<file path="config.mk">
export PLATFORM = sky130hd
export DESIGN_NAME = gcd_controller
export DESIGN_NICKNAME = d
export VERILOG_FILES = /design/src/rtl/gcd_controller.sv
export SDC_FILE = /design/constraint.sdc
export NUM_CORES = 1
export LEC_CHECK = 0
export ABC_AREA = 1
export CORE_MARGIN = 1.5
export CORE_UTILIZATION = 50
export DETAILED_ROUTE_END_ITERATION = 6
export GPL_TIMING_DRIVEN = 0
export PLACE_DENSITY_LB_ADDON = 0.2
export SLEW_MARGIN = 25
export SYNTH_ARGS = -nofsm -noshare
export SYNTH_HDL_FRONTEND = slang
export SYNTH_SLANG_ARGS = --single-unit
</file>
<file path="constraint.sdc">
create_clock -name clk -period 2.1 [get_ports clk]
set_clock_uncertainty 0.05 [all_clocks]
set_input_delay 0.42 -clock clk [delete_from_list [all_inputs] [get_ports clk]]
set_output_delay 0.42 -clock clk [all_outputs]
set_load 0.05 [all_outputs]
</file>
<file path="src/rtl/gcd_controller.sv">
// Control FSM for the GCD subtract-and-compare datapath: load, subtract until equal, hold done.
// Optional macro GCD_TIMEOUT_EN aborts with err after MAX_ITER subtract steps.
module gcd_controller #(
    parameter int CNT_W = 32
`ifdef GCD_TIMEOUT_EN
    , parameter logic [CNT_W-1:0] MAX_ITER = {CNT_W{1'b1}}
`endif
) (
    input  logic             clk,
    input  logic             rst,
    input  logic             start,
    input  logic             done_ack,
    input  logic             a_gt_b,
    input  logic             a_eq_b,
    input  logic             a_lt_b,
    output logic             a_sel,
    output logic             b_sel,
    output logic             a_ld,
    output logic             b_ld,
    output logic             output_en,
    output logic             busy,
    output logic             done,
    output logic             err,
    output logic [CNT_W-1:0] step_cnt
);

    typedef enum logic [1:0] {IDLE, LOAD, CMP, DONE} state_e;

    state_e           state_q, state_d;
    logic [CNT_W-1:0] cnt_q, cnt_d;
    logic [CNT_W-1:0] cnt_inc;

    // Step counter saturates rather than wrapping.
    assign cnt_inc = (cnt_q == {CNT_W{1'b1}}) ? cnt_q : cnt_q + CNT_W'(1);

`ifdef GCD_TIMEOUT_EN
    logic err_q, err_d;
    assign err = err_q;
`else
    assign err = 1'b0;
`endif

    always_comb begin
        state_d   = state_q;
        cnt_d     = cnt_q;
        a_sel     = 1'b1;
        b_sel     = 1'b1;
        a_ld      = 1'b0;
        b_ld      = 1'b0;
        output_en = 1'b0;
`ifdef GCD_TIMEOUT_EN
        err_d     = err_q;
`endif
        case (state_q)
            IDLE: begin
                if (start) begin
                    cnt_d   = '0;
                    state_d = LOAD;
                end
            end
            LOAD: begin
                a_ld    = 1'b1;
                b_ld    = 1'b1;
                state_d = CMP;
            end
            CMP: begin
                if (a_eq_b) begin
                    output_en = 1'b1;
                    state_d   = DONE;
                end
`ifdef GCD_TIMEOUT_EN
                else if (cnt_q == MAX_ITER) begin
                    err_d   = 1'b1;
                    state_d = DONE;
                end
`endif
                else if (a_gt_b) begin
                    a_sel = 1'b0;
                    a_ld  = 1'b1;
                    cnt_d = cnt_inc;
                end else if (a_lt_b) begin
                    b_sel = 1'b0;
                    b_ld  = 1'b1;
                    cnt_d = cnt_inc;
                end else begin
                    // No comparator flag is illegal; finish as if equal.
                    output_en = 1'b1;
                    state_d   = DONE;
                end
            end
            DONE: begin
                if (done_ack) begin
                    state_d = IDLE;
`ifdef GCD_TIMEOUT_EN
                    err_d   = 1'b0;
`endif
                end
            end
            default: state_d = IDLE;
        endcase
    end

    always_ff @(posedge clk or negedge rst) begin
        if (!rst) begin
            state_q <= IDLE;
            cnt_q   <= '0;
`ifdef GCD_TIMEOUT_EN
            err_q   <= 1'b0;
`endif
        end else begin
            state_q <= state_d;
            cnt_q   <= cnt_d;
`ifdef GCD_TIMEOUT_EN
            err_q   <= err_d;
`endif
        end
    end

    assign busy     = (state_q == LOAD) || (state_q == CMP);
    assign done     = (state_q == DONE);
    assign step_cnt = cnt_q;

endmodule

</file>
[After elaboration in Yosys (flattened, before gate mapping)]
Index checks and enable logic that the tools add are counted.
Storage, ports and cells
  register bits after elaboration: 34
  word-level logic and storage cells: 47
Cells by class
  add/subtract/negate cells: 1
  eq/ne operators: 10
  mux-type cells: 29
  reduce and logical (&&, ||, !) cells: 5
Operator list (number)
  2-to-1 mux 32 bit: 5
  case mux 32 bit (2 select lines): 1
  adder 32 x 1 -> 32 bit, second input constant: 1
  equality test 32 bit, second input constant: 1
  2-to-1 mux 1 bit: 15
  2-to-1 mux 2 bit: 5
  inequality test 3 bit, second input constant: 3
  case mux 2 bit (4 select lines): 1
  AND reduction 4 bit: 2
  inequality test 2 bit, second input constant: 3
  equality test 2 bit, second input constant: 2
  case mux 1 bit (2 select lines): 2
  equality test 2 x 1 -> 1 bit, second input constant: 1
  zero test 2 bit: 1
  nonzero test 2 bit: 1
  logical OR 1 bit: 1

[Longest topological paths before layout]
  depth in word-level cells: 6
  depth in mapped cells: 11
  mapped depth without buffers: 11

[Worst setup path after synthesis]
No wires, ideal clock.
  path type: register to output
  start: register state_q[0]
  end: output port b_ld
  arrival time: 2536 ps
  setup slack: -906 ps
  cell stages (with the launch flop): 6
  path buffers: 1
  cell sequence: dfrtp_1 inv_1 ha_1 buf_1 nand4_1 a21oi_1
Between the ends
  cells in the longest elaborated chain, start to end: 2
  elaborated cells on any way between the ends: 3
  classes of those cells: eq/ne (2); mux (1)
Ends and longest elaborated chain
  from (decl): line 29  | state_e state_q, state_d;
  from (signal assigned): line 111  | state_q <= state_d;
  equality test 2 bit or equality test 2 x 1 -> 1 bit (tied branches): line 54  | case (state_q)
  case mux 1 bit (2 select lines) *: line 54
  to (decl): line 19  | output logic b_ld,
Mark *: on every way between the ends. The rest lies on a longest branch, timed or not.

[Worst setup path in the final report]
  start: register cnt_q[17], in the netlist step_cnt[17]
  end: output port step_cnt[17]
RTL lines
  from (decl): line 30  | logic [CNT_W-1:0] cnt_q, cnt_d;
  from (signal assigned): line 112  | cnt_q <= cnt_d;
  to (decl): line 24  | output logic [CNT_W-1:0] step_cnt
No word-level cell between the ends.

==> out/metrics.csv <==
stage,metric,value,unit
outcome,status,"finished, final reports clean",
floorplanning,start_util,52.3,%
critical_path,path_cells,clkdlybuf4s50_1,
clock_tree,insertion_delay,0.29,ns
critical_path,r2r_slack,0.11,ns
critical_path,crit_path_max_incr_delay,0.85,ns
layout,drive_above_1_share,17.4,%
floorplanning,rows,25,
critical_path,critPathSlowestCell,clkdlybuf4s50_1,
timing,timing.fmax,482,MHz
clock_tree,cts_tree,built,
synth,synth_fp_nets,363,
critical_path,r2r_end,step_cnt[13],
drt,viasPerCell,4.99,
layout,finalNetCount,421,
floorplanning,dieWidth,73.8,um
synth,yosys.area.top_type,dfrtp_1,
floorplanning,coreArea,4790,um2
drt,drtAntennaViolNets,0,
synth,synth_cells,350,
timing,fin_crit,2.07,ns
floorplanning,dieHeight,73.8,um
global_route,grt_util_all_layers,25.7,%
timing,hold_viol,0,
drt,drt-wirelength-per-cell,13.5,um
timing,rsz0062_at_grt,yes,
synth,yosys_warnings,0,
timing,final.period_utilization,98.7,%
timing,setup_violations,0,
synth,synth-edff-count,0,
synth,synth_common_cells,"nand2_1 (137), nor2_1 (48), dfrtp_1 (34)",
global_route,grt_max_degree,19,
synth,avgSynthCellArea,7.16,um2
layout,nFillCells,439,
clock_tree,cts_num_sinks,34,
global_route,top_usage_layer,met2,
drt,firstDrtPassIters,4,
placement,hpwl,4920,um
critical_path,start_kind,register,
timing,fin_ws,0.0266,ns
drt,drt_wl_total,6410,um
layout,area_growth_syn_to_layout,29.2,%
clock_tree,clockBufferDepth,2,
critical_path,r2r_start,step_cnt[0],
layout,design_area,3240,um2
critical_path,critPathArrivalTime,1.60,ns
synth,synth_top_area_share,34.0,%
global_route,use_met2,42.3,%
critical_path,cp_data_required_time,1.63,ns
clock_tree,htree_levels,2,
power_and_ir_drop,powerDensity,856,nW/um2
critical_path,cp-end-kind,output port,
critical_path,cp_max_fo,6,
global_route,use_met1,33.5,%
timing,worst_pin_slew,0.515,ns
clock_tree,path_clk_slew,0.07,ns
placement,place_congestion,0.946,
placement,dp_slack,-0.475,ns
synth,synth_most_common_cell,nand2_1,
synth,ys_seq_elements,34,
clock_tree,cts_root_buffer,clkbuf_8,
run,cap_violations,0,
synth,synthArstFlopShare,100,%
synth,synth_ff_type,dfrtp_1,
worst_hold_path,holdCritPathClass,input port to async pin,
global_route,grt_first_pass_wirelength,10400,um
synth,synth_seq_area_share,34.0,%
power_and_ir_drop,p_leak,0.00136,uW
placement,placedInstanceArea,3110,um2
floorplanning,die_area,5440,um2
critical_path,cp_num_buf_inv,1,
synth,synthDistinctLibCells,29,
clock_tree,hold_buffers,0,
critical_path,worstRegToRegCells,9,
floorplanning,ioPinCount,47,
global_route,grt_pass1_vias,2221,
clock_tree,cts_buffers,5,
critical_path,critPathKind,register to output port,
placement,io_buffers,45,
drt,vias,2363,
drt,drt_iter0_markers,149,
power_and_ir_drop,peakVddDrop,1.30,mV
timing,slew_headroom,65.6,%
synth,synthTopCellsByArea,"dfrtp_1 (34%), nand2_1 (21%), o21ai_2 (8.4%)",
global_route,grt_overflow,0,
drt,drc_errors,0,
timing,slew_violations,0,
critical_path,critPathTopFamily,buffers and inverters,
layout,antenna_cells,0,
synth,netlist_area,2500,um2
global_route,antenna_found_initial,0,
global_route,grtUsageMet3,3.98,%
[timing repair]
action / CTS / global route
cloned: 0 / 0
setup buffers: 0 / 5
resized for setup: 30 / 8
pin swaps: 2 / 1
endpoints found under the setup margin: 8 / 7
[layout make-up]
class | count | area, um2 | share of cell area, %
Inverter | 31 | 116 | 3.60
Clock buffer | 6 | 82.6 | 2.55
Multi-Input combinational cell | 278 | 1480 | 45.7
Tap cell | 67 | 83.8 | 2.59
Sequential cell | 34 | 852 | 26.3
Buffer | 7 | 108 | 3.33
Timing Repair Buffer | 51 | 513 | 15.9
[routing by layer]
metal / vias to the layer above / share of wire [%]
li1: 1199 / -
met1: 1089 / 46
met2: 63 / 48
met3: 12 / 4.4
met4: 0 / 2.1
met5: - / 0
[power by group]
group          internal, uW  switching, uW  total [uW]
sequential              694           46.6         741
clock                   253            233         486
combinational           593            951        1540
[worst max path at each step]
stage,from,endpoint,slack (ns),cells after the start
after global placement,a_eq_b,b_ld,-0.48,5
after CTS,state_q[0],b_ld,0.005,6
after global routing,state_q[0],b_ld,-0.04,6
after detailed placement,a_eq_b,a_ld,-0.47,5
after floorplan,state_q[0],b_ld,-0.26,5
final,step_cnt[17],step_cnt[17],0.03,1
[flip-flops by register name, indices dropped and copies added (netlist names)]
name	cells
step_cnt	32
state_q	2
[cells in the final DEF, fill, tap and decap left out, types with 2 or more instances in the layout]
cell,instances
o21ai_0,6
nand4_1,2
nor2_1,48
xnor2_1,12
o21ai_2,24
ha_1,5
a21oi_4,2
nor2_4,3
inv_1,29
buf_2,2
buf_12,2
inv_2,2
buf_4,6
nand3_1,18
clkdlybuf4s50_1,33
dfrtp_1,33
nand2_1,137
xor2_1,4
nand2_2,4
clkdlybuf4s15_2,2
buf_8,4
buf_6,2
clkbuf_8,6
or2_2,2
dlygate4sd2_1,2
dlymetal6s2s_1,3
[metrics by stage]
step / hold WS [ns] / total power, uW / std cells / TNS [ns] / utilization [%]
final: 0.0290 / 2770 / 474 / 0 / 67.6
after detailed placement: 0.350 / 2220 / 463 / -2.07 / 65.0
after global placement: 0.476 / 2200 / 462 / -8.08 / 64.5
after floorplan: 0.0744 / 1870 / 350 / -0.257 / -
after global routing: 0.0637 / 2930 / 474 / -0.0520 / 67.6
after CTS: 0.0363 / 2690 / 469 / 0 / 66.4
[cell families (layout without fill, tap and decap cells)]
| family | after synthesis | in the layout | share of synthesized area (%) |
|---|---|---|---|
| and+or+nand+nor | 220 | 220 | 37.9 |
| buffers and inverters | 38 | 95 | 8.49 |
| AOI/OAI and AO/OA | 35 | 35 | 10.9 |
| DFF | 34 | 34 | 34.0 |
| xor gates and xnor gates | 16 | 16 | 5.59 |
| adders and majority gates | 6 | 6 | 3.00 |
| other | 1 | 1 | 0.150 |
Note: power is estimated with default switching activity, not from simulation.
